[src/rtl/fft_frame_arbiter_pkg.sv]
// Shared definitions for the FFT frame arbiter slice.
// Holds the FSM state encoding, the requester-index type and the default
// values for the frame length, sample width and tag FIFO depth.
package fft_frame_arbiter_pkg;

  localparam int DEF_N         = 64;  // samples per FFT frame
  localparam int DEF_WIDTH     = 16;  // bits per real/imaginary part
  localparam int DEF_TAG_DEPTH = 4;   // frames allowed in flight

  typedef enum logic {
    IDLE   = 1'b0,
    STREAM = 1'b1
  } arb_state_t;

  // Identifies one of the two requesters (0 or 1).
  typedef logic req_idx_t;

endpackage

[src/rtl/fft_frame_arbiter_if.sv]
// Signal bundle between the FFT frame arbiter and its environment.
// Contents:
//   req_valid/req_ready           per-requester sample handshake (bit 0/1)
//   req0_r/i, req1_r/i            requester sample data
//   fft_idata_en/_r/_i            samples towards the FFT pipeline
//   fft_odata_en/_r/_i            samples returning from the FFT pipeline
//   odata_en/_r/_i, odata_src     registered output stream and its owner
//   err_underrun, err_orphan      single-cycle error pulses
// Modports:
//   slave  - the arbiter itself
//   master - the environment (requesters plus FFT pipeline)
interface fft_frame_arbiter_if
  import fft_frame_arbiter_pkg::*;
#(
  parameter int WIDTH = DEF_WIDTH
);
  logic [1:0]       req_valid;
  logic [1:0]       req_ready;
  logic [WIDTH-1:0] req0_r, req0_i, req1_r, req1_i;
  logic             fft_idata_en;
  logic [WIDTH-1:0] fft_idata_r, fft_idata_i;
  logic             fft_odata_en;
  logic [WIDTH-1:0] fft_odata_r, fft_odata_i;
  logic             odata_en;
  logic [WIDTH-1:0] odata_r, odata_i;
  logic             odata_src;
  logic [1:0]       err_underrun;
  logic             err_orphan;

  modport slave (
    input  req_valid, req0_r, req0_i, req1_r, req1_i,
    input  fft_odata_en, fft_odata_r, fft_odata_i,
    output req_ready, fft_idata_en, fft_idata_r, fft_idata_i,
    output odata_en, odata_r, odata_i, odata_src, err_underrun, err_orphan
  );

  modport master (
    output req_valid, req0_r, req0_i, req1_r, req1_i,
    output fft_odata_en, fft_odata_r, fft_odata_i,
    input  req_ready, fft_idata_en, fft_idata_r, fft_idata_i,
    input  odata_en, odata_r, odata_i, odata_src, err_underrun, err_orphan
  );
endinterface

[src/rtl/fft_tag_fifo.sv]
// 1-bit-wide tag FIFO recording which requester owns each frame in flight.
// Ports:
//   clock, reset  clock and asynchronous active-low reset
//   push/push_tag write a tag (ignored when full)
//   pop           drop the head tag (ignored when empty)
//   head_tag      current head, valid while empty is low
//   full, empty   occupancy flags
// Push and pop in the same cycle leave the occupancy unchanged.
module fft_tag_fifo
  import fft_frame_arbiter_pkg::*;
#(
  parameter int DEPTH = DEF_TAG_DEPTH
) (
  input  logic clock,
  input  logic reset,
  input  logic push,
  input  logic push_tag,
  input  logic pop,
  output logic head_tag,
  output logic full,
  output logic empty
);
  localparam int AW = (DEPTH > 1) ? $clog2(DEPTH) : 1;
  localparam int CW = $clog2(DEPTH + 1);

  logic          mem [DEPTH];
  logic [AW-1:0] wr_ptr_reg, rd_ptr_reg;
  logic [CW-1:0] count_reg;
  logic          do_push, do_pop;

  function automatic logic [AW-1:0] bump(input logic [AW-1:0] p);
    return (p == AW'(DEPTH - 1)) ? '0 : p + AW'(1);
  endfunction

  assign full    = (count_reg == CW'(DEPTH));
  assign empty   = (count_reg == '0);
  assign do_push = push && !full;
  assign do_pop  = pop && !empty;

  // The head is read combinationally so the owner tag can be registered in
  // the same cycle as the sample it belongs to.
  assign head_tag = mem[rd_ptr_reg];

  always_ff @(posedge clock) begin
    if (do_push) mem[wr_ptr_reg] <= push_tag;
  end

  always_ff @(posedge clock or negedge reset) begin
    if (!reset) begin
      wr_ptr_reg <= '0;
      rd_ptr_reg <= '0;
      count_reg  <= '0;
    end else begin
      if (do_push) wr_ptr_reg <= bump(wr_ptr_reg);
      if (do_pop)  rd_ptr_reg <= bump(rd_ptr_reg);
      case ({do_push, do_pop})
        2'b10:   count_reg <= count_reg + CW'(1);
        2'b01:   count_reg <= count_reg - CW'(1);
        default: count_reg <= count_reg;
      endcase
    end
  end
endmodule

[src/rtl/fft_frame_arbiter.sv]
// Arbitrates two sample requesters onto one FFT pipeline, a whole frame of
// N contiguous samples at a time, and tags returning frames with their owner.
// Ports:
//   clock  the only clock
//   reset  asynchronous active-low reset
//   bus    fft_frame_arbiter_if.slave (requester handshake, FFT in/out,
//          output stream, error pulses)
// Build option: define FFT_ARB_FIXED_PRIORITY_EN to make requester 0 win
// every tie; otherwise ties alternate round-robin.
module fft_frame_arbiter
  import fft_frame_arbiter_pkg::*;
#(
  parameter int N         = DEF_N,
  parameter int WIDTH     = DEF_WIDTH,
  parameter int TAG_DEPTH = DEF_TAG_DEPTH
) (
  input logic              clock,
  input logic              reset,
  fft_frame_arbiter_if.slave bus
);
  localparam int CW = $clog2(N);

  arb_state_t       state_reg, state_next;
  req_idx_t         src_reg, src_next, last_reg, last_next, winner, tie_winner;
  logic [CW-1:0]    count_reg, count_next, out_count_reg, out_count_next;
  logic             push, pop, fifo_full, fifo_empty, fifo_head;
  logic             src_valid;
  logic [WIDTH-1:0] src_r, src_i;

  logic             idata_en_reg, odata_en_reg, odata_src_reg, orphan_reg;
  logic [WIDTH-1:0] idata_r_reg, idata_i_reg, odata_r_reg, odata_i_reg;
  logic [1:0]       underrun_reg;

`ifdef FFT_ARB_FIXED_PRIORITY_EN
  assign tie_winner = 1'b0;
`else
  assign tie_winner = ~last_reg;
`endif

  always_comb begin
    winner = 1'b0;
    case (bus.req_valid)
      2'b10:   winner = 1'b1;
      2'b11:   winner = tie_winner;
      default: winner = 1'b0;
    endcase
  end

  assign src_valid = bus.req_valid[src_reg];
  assign src_r     = src_reg ? bus.req1_r : bus.req0_r;
  assign src_i     = src_reg ? bus.req1_i : bus.req0_i;

  always_comb begin
    state_next    = state_reg;
    src_next      = src_reg;
    last_next     = last_reg;
    count_next    = count_reg;
    push          = 1'b0;
    bus.req_ready = 2'b00;
    case (state_reg)
      IDLE: begin
        if ((|bus.req_valid) && !fifo_full) begin
          state_next = STREAM;
          src_next   = winner;
          last_next  = winner;
          count_next = '0;
          push       = 1'b1;
        end
      end
      STREAM: begin
        // Ready follows ownership, not valid, so a gap zero-pads instead of
        // stretching the frame.
        bus.req_ready = src_reg ? 2'b10 : 2'b01;
        count_next    = count_reg + CW'(1);
        if (count_reg == CW'(N - 1)) state_next = IDLE;
      end
      default: state_next = IDLE;
    endcase
  end

  // Orphan samples belong to no frame, so they neither advance the output
  // counter nor pop a tag.
  always_comb begin
    out_count_next = out_count_reg;
    if (bus.fft_odata_en && !fifo_empty) out_count_next = out_count_reg + CW'(1);
  end
  assign pop = bus.fft_odata_en && !fifo_empty && (out_count_reg == CW'(N - 1));

  fft_tag_fifo #(.DEPTH(TAG_DEPTH)) u_tag_fifo (
    .clock    (clock),
    .reset    (reset),
    .push     (push),
    .push_tag (winner),
    .pop      (pop),
    .head_tag (fifo_head),
    .full     (fifo_full),
    .empty    (fifo_empty)
  );

  always_ff @(posedge clock or negedge reset) begin
    if (!reset) begin
      state_reg     <= IDLE;
      src_reg       <= 1'b0;
      last_reg      <= 1'b1;
      count_reg     <= '0;
      out_count_reg <= '0;
      idata_en_reg  <= 1'b0;
      idata_r_reg   <= '0;
      idata_i_reg   <= '0;
      underrun_reg  <= 2'b00;
      odata_en_reg  <= 1'b0;
      odata_r_reg   <= '0;
      odata_i_reg   <= '0;
      odata_src_reg <= 1'b0;
      orphan_reg    <= 1'b0;
    end else begin
      state_reg     <= state_next;
      src_reg       <= src_next;
      last_reg      <= last_next;
      count_reg     <= count_next;
      out_count_reg <= out_count_next;
      idata_en_reg  <= (state_reg == STREAM);
      idata_r_reg   <= (state_reg == STREAM && src_valid) ? src_r : '0;
      idata_i_reg   <= (state_reg == STREAM && src_valid) ? src_i : '0;
      underrun_reg  <= (state_reg == STREAM && !src_valid) ? (src_reg ? 2'b10 : 2'b01) : 2'b00;
      odata_en_reg  <= bus.fft_odata_en;
      odata_r_reg   <= bus.fft_odata_r;
      odata_i_reg   <= bus.fft_odata_i;
      odata_src_reg <= fifo_empty ? 1'b0 : fifo_head;
      orphan_reg    <= bus.fft_odata_en && fifo_empty;
    end
  end

  assign bus.fft_idata_en = idata_en_reg;
  assign bus.fft_idata_r  = idata_r_reg;
  assign bus.fft_idata_i  = idata_i_reg;
  assign bus.err_underrun = underrun_reg;
  assign bus.odata_en     = odata_en_reg;
  assign bus.odata_r      = odata_r_reg;
  assign bus.odata_i      = odata_i_reg;
  assign bus.odata_src    = odata_src_reg;
  assign bus.err_orphan   = orphan_reg;
endmodule

[src/flat_wrapper.sv]
// flat-port wrapper written by rule: the top's interface ports become plain ports
module fft_frame_arbiter_flat import fft_frame_arbiter_pkg::*;
#(
  parameter int N         = DEF_N,
  parameter int WIDTH     = DEF_WIDTH,
  parameter int TAG_DEPTH = DEF_TAG_DEPTH
)
  (clock, reset, bus_req_valid, bus_req0_r, bus_req0_i, bus_req1_r, bus_req1_i, bus_fft_odata_en, bus_fft_odata_r, bus_fft_odata_i, bus_req_ready, bus_fft_idata_en, bus_fft_idata_r, bus_fft_idata_i, bus_odata_en, bus_odata_r, bus_odata_i, bus_odata_src, bus_err_underrun, bus_err_orphan);
  fft_frame_arbiter_if #(.WIDTH(WIDTH)) bus_i ();
  input logic clock;
  input logic reset;
  input wire logic [$bits(bus_i.req_valid)-1:0] bus_req_valid;
  input wire logic [$bits(bus_i.req0_r)-1:0] bus_req0_r;
  input wire logic [$bits(bus_i.req0_i)-1:0] bus_req0_i;
  input wire logic [$bits(bus_i.req1_r)-1:0] bus_req1_r;
  input wire logic [$bits(bus_i.req1_i)-1:0] bus_req1_i;
  input wire logic [$bits(bus_i.fft_odata_en)-1:0] bus_fft_odata_en;
  input wire logic [$bits(bus_i.fft_odata_r)-1:0] bus_fft_odata_r;
  input wire logic [$bits(bus_i.fft_odata_i)-1:0] bus_fft_odata_i;
  output wire logic [$bits(bus_i.req_ready)-1:0] bus_req_ready;
  output wire logic [$bits(bus_i.fft_idata_en)-1:0] bus_fft_idata_en;
  output wire logic [$bits(bus_i.fft_idata_r)-1:0] bus_fft_idata_r;
  output wire logic [$bits(bus_i.fft_idata_i)-1:0] bus_fft_idata_i;
  output wire logic [$bits(bus_i.odata_en)-1:0] bus_odata_en;
  output wire logic [$bits(bus_i.odata_r)-1:0] bus_odata_r;
  output wire logic [$bits(bus_i.odata_i)-1:0] bus_odata_i;
  output wire logic [$bits(bus_i.odata_src)-1:0] bus_odata_src;
  output wire logic [$bits(bus_i.err_underrun)-1:0] bus_err_underrun;
  output wire logic [$bits(bus_i.err_orphan)-1:0] bus_err_orphan;
  assign bus_i.req_valid = bus_req_valid;
  assign bus_i.req0_r = bus_req0_r;
  assign bus_i.req0_i = bus_req0_i;
  assign bus_i.req1_r = bus_req1_r;
  assign bus_i.req1_i = bus_req1_i;
  assign bus_i.fft_odata_en = bus_fft_odata_en;
  assign bus_i.fft_odata_r = bus_fft_odata_r;
  assign bus_i.fft_odata_i = bus_fft_odata_i;
  assign bus_req_ready = bus_i.req_ready;
  assign bus_fft_idata_en = bus_i.fft_idata_en;
  assign bus_fft_idata_r = bus_i.fft_idata_r;
  assign bus_fft_idata_i = bus_i.fft_idata_i;
  assign bus_odata_en = bus_i.odata_en;
  assign bus_odata_r = bus_i.odata_r;
  assign bus_odata_i = bus_i.odata_i;
  assign bus_odata_src = bus_i.odata_src;
  assign bus_err_underrun = bus_i.err_underrun;
  assign bus_err_orphan = bus_i.err_orphan;
  fft_frame_arbiter #(.N(N), .WIDTH(WIDTH), .TAG_DEPTH(TAG_DEPTH)) u_core (.clock(clock), .reset(reset), .bus(bus_i));
endmodule
[config.mk]
export PLATFORM = sky130hd
export DESIGN_NAME = fft_frame_arbiter_flat
export DESIGN_NICKNAME = d
export VERILOG_FILES = /design/src/rtl/fft_frame_arbiter_pkg.sv /design/src/rtl/fft_frame_arbiter_if.sv /design/src/rtl/fft_tag_fifo.sv /design/src/rtl/fft_frame_arbiter.sv /design/src/flat_wrapper.sv
export SDC_FILE = /design/constraint.sdc
export NUM_CORES = 1
export LEC_CHECK = 0
export ABC_CLOCK_PERIOD_IN_PS = 4250
export BUFFER_PORTS_ARGS = -buffer_cell sky130_fd_sc_hd__clkbuf_2
export CORE_MARGIN = 10
export CORE_UTILIZATION = 30
export CTS_BUF_LIST = sky130_fd_sc_hd__clkbuf_2
export CTS_CLUSTER_DIAMETER = 30
export DETAILED_ROUTE_END_ITERATION = 16
export RECOVER_POWER = 50
export SETUP_SLACK_MARGIN = 0.15
export SLEW_MARGIN = 20
export SYNTH_ARGS = -nofsm -noshare
export SYNTH_HDL_FRONTEND = slang
export SYNTH_SLANG_ARGS = --single-unit
[constraint.sdc]
create_clock -name clock -period 4.25 [get_ports clock]
set_input_delay 0.6375 -clock clock [delete_from_list [all_inputs] [get_ports clock]]
set_output_delay 0.6375 -clock clock [all_outputs]
set_load 0.03 [all_outputs]
Yosys cells after proc, flatten, opt, wreduce, memory -nomap -nowiden
Memory sizes are Yosys's and may differ from the RTL's.
Cells that the tools add are included.

operators by class
  add/sub/neg operators = 6
  order comparisons = 1
  equal/unequal tests = 10
  multiplexer cells = 22
  bitwise gates (word level) = 2
  reductions and logical operators = 15

operator list
  kind                                                         count
  two-way mux 16 bit                                           4
  adder 6 x 1 -> 6 bit (second input constant)                 2
  equality test 6 bit (second input constant)                  2
  one-hot mux 6 bit (2 select lines)                           1
  equality test 2 bit (second input constant)                  5
  two-way mux 2 bit                                            5
  logical AND 1 bit                                            8
  two-way mux 1 bit                                            8
  two-way mux 6 bit                                            1
  one-hot mux 3 bit (2 select lines)                           1
  adder 2 x 1 -> 2 bit (second input constant)                 2
  one-hot mux 1 bit (2 select lines)                           2
  adder 3 x 1 -> 3 bit (second input constant)                 1
  equality test 3 bit (second input constant)                  1
  zero test 1 bit                                              3
  zero test 3 bit                                              1
  subtractor 3 x 1 -> 3 bit (second input constant)            1
  equality test 2 x 1 -> 1 bit (second input constant)         1
  less-than comparator 1 x 2 -> 1 bit (second input constant)  1
  inequality test 2 x 1 -> 1 bit (second input constant)       1
  NOT 1 bit                                                    2
  AND reduction 2 bit                                          1
  nonzero test 2 bit                                           1
  OR reduction 2 bit                                           1

word-level totals
  register bits after elaboration = 92
  RAM bits = 4
  input bits = 101
  word-level logic and storage cells = 74
  memories kept = 1

memories
  memory                 words  bits a word  read ports  clocked after Yosys merged registers in  write ports  line                source
  u_core.u_tag_fifo.mem  4      1            1           0                                        1            fft_tag_fifo.sv:26  logic mem [DEPTH];

Logic depth before layout (Yosys ltp)
  depth after elaboration = 8
  gate-level depth with buffers = 9
  mapped depth without buffers = 9

Cells and area by module
A second synthesis with hierarchy kept.

second synthesis, totals
  cells, all modules = 255
  area total of the unflattened synthesis = 3617.2 sq um

modules (own cells, without submodules)
  module             times used  cells each  area an instance (sq um)  seq. area each (sq um)
  fft_frame_arbiter  1           210         2987.9                    2128.3
  fft_tag_fifo       1           45          629.4                     295.3

Least setup slack after synthesis
Ideal clock, no wire load.

  path kind = input port to flip-flop
  from = input bus_req_valid[1]
  to = register u_core.u_tag_fifo.count_reg[2]
  library setup time = 79 ps
  data arrival time = 2017 ps
  required time = 4171 ps
  path slack = 2153 ps
  stages on the path = 9
  buffers on the path = 0
  cell sequence = nor2_1 > nor3_4 > inv_1 > ha_1 > inv_1 > fa_1 > xor2_1 > nor2_1 > xor2_1

on the way
  longest elaborated chain between the ends = 7
  elaborated cells between the ends (all ways) = 9
  those cells by class = eq/ne (2); mux (3); reduce/logical (4)

RTL lines
  element                                                                          line                     source
  start: declaration                                                               flat_wrapper.sv:12       input wire logic [$bits(bus_i.req_valid)-1:0] bus_req_valid;
  OR reduction 2 bit *                                                             fft_frame_arbiter.sv:62  if ((|bus.req_valid) && !fifo_full) begin
  logical AND 1 bit *                                                              fft_frame_arbiter.sv:62
  two-way mux 1 bit *                                                              fft_frame_arbiter.sv:62
  two-way mux 1 bit *                                                              fft_frame_arbiter.sv:60  case (state_reg)
  logical AND 1 bit *                                                              fft_tag_fifo.sv:37       assign do_push = push && !full;
  equality test 2 x 1 -> 1 bit / equality test 2 bit (equally long branches)       fft_tag_fifo.sv:56       case ({do_push, do_pop})
  one-hot mux 3 bit (2 select lines) / nonzero test 2 bit (equally long branches)  -
  end signal: assignment                                                           fft_tag_fifo.sv:57       2'b10: count_reg <= count_reg + CW'(1);
  end signal: assignment                                                           fft_tag_fifo.sv:58       2'b01: count_reg <= count_reg - CW'(1);
  end signal: assignment                                                           fft_tag_fifo.sv:59       default: count_reg <= count_reg;
  end: declaration                                                                 fft_tag_fifo.sv:28       logic [CW-1:0] count_reg;

Mark *: on every way between the ends. The rest lies on a longest branch, timed or not.
A chain may end at the register's enable or synchronous reset.

Final worst setup path
  from = register u_core.src_reg
  to = output bus_req_ready[1]

on the way
  longest elaborated chain between the ends = 2

RTL lines
  element                   line                      source
  start: declaration        fft_frame_arbiter.sv:24   req_idx_t src_reg, src_next, last_reg, last_next, winner, tie_winner;
  start signal: assignment  fft_frame_arbiter.sv:118  src_reg <= src_next;
  two-way mux 2 bit         fft_frame_arbiter.sv:73   bus.req_ready = src_reg ? 2'b10 : 2'b01;
  two-way mux 2 bit         fft_frame_arbiter.sv:60
  end: declaration          flat_wrapper.sv:20        output wire logic [$bits(bus_i.req_ready)-1:0] bus_req_ready;

Every way passes these cells.

==> flow_summary.ini <==
[clock_tree]
path_clk_slew_ns = 0.26
cts_sinks = 96
cts.repair.resized = 0
clock_latency_ns = 0.55
ctsHoldBuffers = 0
clockBufferDepth = 2
cts_tree = built
root_buffer = clkbuf_2
post-cts-setup-buffer-count = 0
cts_buffers = 9
htree_levels = 3

[setup_path]
cp-end-kind = output port
cp-start-kind = flip-flop
arrival_ns = 1.83
cpPeakStageDelay_ns = 0.44
crit_required_ns = 3.61
slowest_stage = buf_4
timing.critical_path.cells = buf_4 > and2_1 > clkbuf_2
crit_type = flip-flop to output port
cp_max_fo = 35
ff2ff_path_depth = 9

[detailed_routing]
drtPass1Iterations = 4
ant_nets = 0
drt-total-wl_um = 8630
drt_iter0_markers = 110
drcViolationCount = 0
viasPerCell = 4.23
vias = 2429
routedWlPerCell_um = 15.0

[logic_synthesis]
syn_nets = 359
syn-mean-instance-area_um2 = 14.3
ys_types = 31
synthCells = 249
ys_seq_area_share_pct = 68.2
synthTopCellsByArea = dfrtp_1 64%, mux2i_1 9.6%, nor2_1 4.4%
ys_seq_elements = 96
synth_top_area_share_pct = 64.1
synth_top_cell_by_area = dfrtp_1
yosys_warnings = 0
netlist_area_mm2 = 0.00355

[place]
dpl.hpwl_um = 6890
dp_cells = 558
routabilityCongestion = 0.745
io_buffers = 172

[timing]
clock_skew_ns = 0.0232
fmax_mhz = 406
min_period_ns = 2.46
worst_slew_pin_slew_ns = 1.59
min_period_over_period_pct = 58.0
max_slew_margin_pct = -6.14
hold_viol_final = 0
maxSlewViolCount = 30
setup_violations = 0
setup_tns_ns = 0
rsz0062_at_grt = no

[run]
maxCapViolCount = 1

[global_routing]
grt_max_degree = 65
grt_util_all_layers_pct = 10.4
grt_pass1_vias = 2841
grt_antenna_before_repair = 0
grt_pass1_wl_um = 13600
overflow = 0

[pwr]
peakVddDrop_mv = 0.276
power_density_mw_per_mm2 = 567
p_sw_uw = 1050
pwr-share-comb_pct = 38.0
p_clk_share_pct = 14.1
p_int_uw = 1580
seq_power_share_pct = 47.8
swShare_pct = 39.9
p_leak_uw = 0.00243

[floorplan]
io_pins = 173
die_area_mm2 = 0.0166
start_util_pct = 30.9
die_h_um = 129
rows = 39
dieWidth_um = 129
core_region_area_mm2 = 0.0115

[hold_path]
hold_class = input pin to asynchronous set/reset pin

[run_status]
status = finished, violations left
failed_checks = capacitance limit, slew limit

[cells_and_area]
multi_input_area_mm2 = 0.00106
drive_above_1_share_pct = 46.4
fin_nets = 536
fin_cells = 574
nFillCells = 1139
area_growth_syn_to_layout_pct = 30.7
antenna_cells = 0
seqCellArea_mm2 = 0.00242
cells in the mapped netlist (all sizes together):
| cell | count |
|---|---|
| o31ai | 1 |
| inv | 6 |
| mux2i | 34 |
| nand2 | 5 |
| ha | 8 |
| o21ai | 1 |
| nor3b | 1 |
| xor2 | 6 |
| dfrtp | 91 |
| o21ba | 1 |
| edfxtp | 4 |
| mux2 | 8 |
| xnor2 | 5 |
| and2 | 6 |
| a22o | 3 |
| nor2b | 4 |
| nor3 | 4 |
| clkbuf | 1 |
| nand2b | 1 |
| dfstp | 1 |
| nand4 | 3 |
| a21boi | 1 |
| buf | 7 |
| mux4 | 1 |
| fa | 1 |
| nand3 | 1 |
| o311ai | 2 |
| nor2 | 42 |
power groups by stage:
stage	registers [uW]	clock network [uW]	logic, uW
after detailed placement	1280	0	1030
final	1260	372	1000
after global routing	1290	437	1110
after floorplan	1510	0	489
after global placement	1280	0	1020
after CTS	1270	406	1030
path summary, 6_finish.rpt:
check | start | endpoint | slack, ns
worst min-delay path | reset | u_core.bus.odata_i[10]$_DFF_PN0_ | 0.14
worst max-delay path | u_core.src_reg$_DFFE_PN0N_ | bus_req_ready[1] | 1.79
worst max register to register | u_core.out_count_reg[0]$_DFFE_PN0N_ | u_core.u_tag_fifo.count_reg[2]$_DFFE_PN0P_ | 1.94
worst min register to register | u_core.out_count_reg[5]$_DFFE_PN0N_ | u_core.out_count_reg[5]$_DFFE_PN0N_ | 0.49
min in group clock | bus_fft_odata_i[14] | u_core.bus.odata_i[14]$_DFF_PN0_ | 0.15
max in group asynchronous | reset | u_core.state_reg$_DFF_PN0_ | 2.19
through the flow:
stage / instance area, um2 / total power, uW / util (%) / setup WS [ns] / hold WS [ns]
after floorplan: 3550 / 1990 / - / 2.15 / 0.342
after global placement: 4570 / 2300 / 39.7 / 1.89 / 0.464
after detailed placement: 4570 / 2310 / 39.7 / 1.86 / 0.469
after CTS: 4660 / 2710 / 40.5 / 1.64 / 0.0552
after global routing: 4650 / 2830 / 40.3 / 1.56 / 0.0523
final: 4650 / 2630 / 40.3 / 1.79 / 0.136
layer usage:
layer	routed length (um)	vias up	track usage, %
met4	156	0	5.42
met5	0	-	0
met2	4020	111	16.2
met1	3420	1125	11.3
li1	-	1182	-
met3	1040	11	5.79
worst max-delay path, delay by kind of cell, from the launching register on:
family	cells	cell delay, ns
DFF	1	0.42
buffers and inverters	2	0.65
and+or+nand+nor	1	0.22
cell families (layout without fill, tap and decap cells):
family	Yosys count	after routing	synth area share (%)
mux	43	43	12.7
compound gates	9	9	2.29
flops	96	96	68.2
fa+ha+maj	9	9	3.38
xor+xnor	11	11	2.71
buf+inv	14	196	1.73
simple gates	67	67	8.94
placed cells by master, fill, tap and decap left out, types with 2 or more instances in the layout:
cell type / netlist / final
clkinv_1: 0 / 2
nor2b_1: 4 / 4
inv_1: 6 / 6
buf_4: 0 / 2
clkbuf_1: 1 / 3
o311ai_0: 1 / 2
clkbuf_2: 0 / 179
dfrtp_1: 91 / 90
nand2_1: 5 / 5
mux2i_1: 34 / 34
clkinvlp_4: 0 / 2
xnor2_1: 5 / 5
nor2_1: 42 / 42
nand4_1: 3 / 3
nor3_1: 2 / 2
ha_1: 8 / 8
mux2_2: 8 / 8
a22o_1: 3 / 3
edfxtp_1: 4 / 4
xor2_1: 6 / 6
and2_1: 6 / 6
layout make-up:
type	count	share of cell area, %
sequential	96	52.2
multi-input combinational	139	22.8
timing repair buffer	174	18.8
tap	143	3.85
clock buffer	10	1.08
clock inverter	6	0.781
inverter	6	0.485
(Power assumes the default switching activity.)
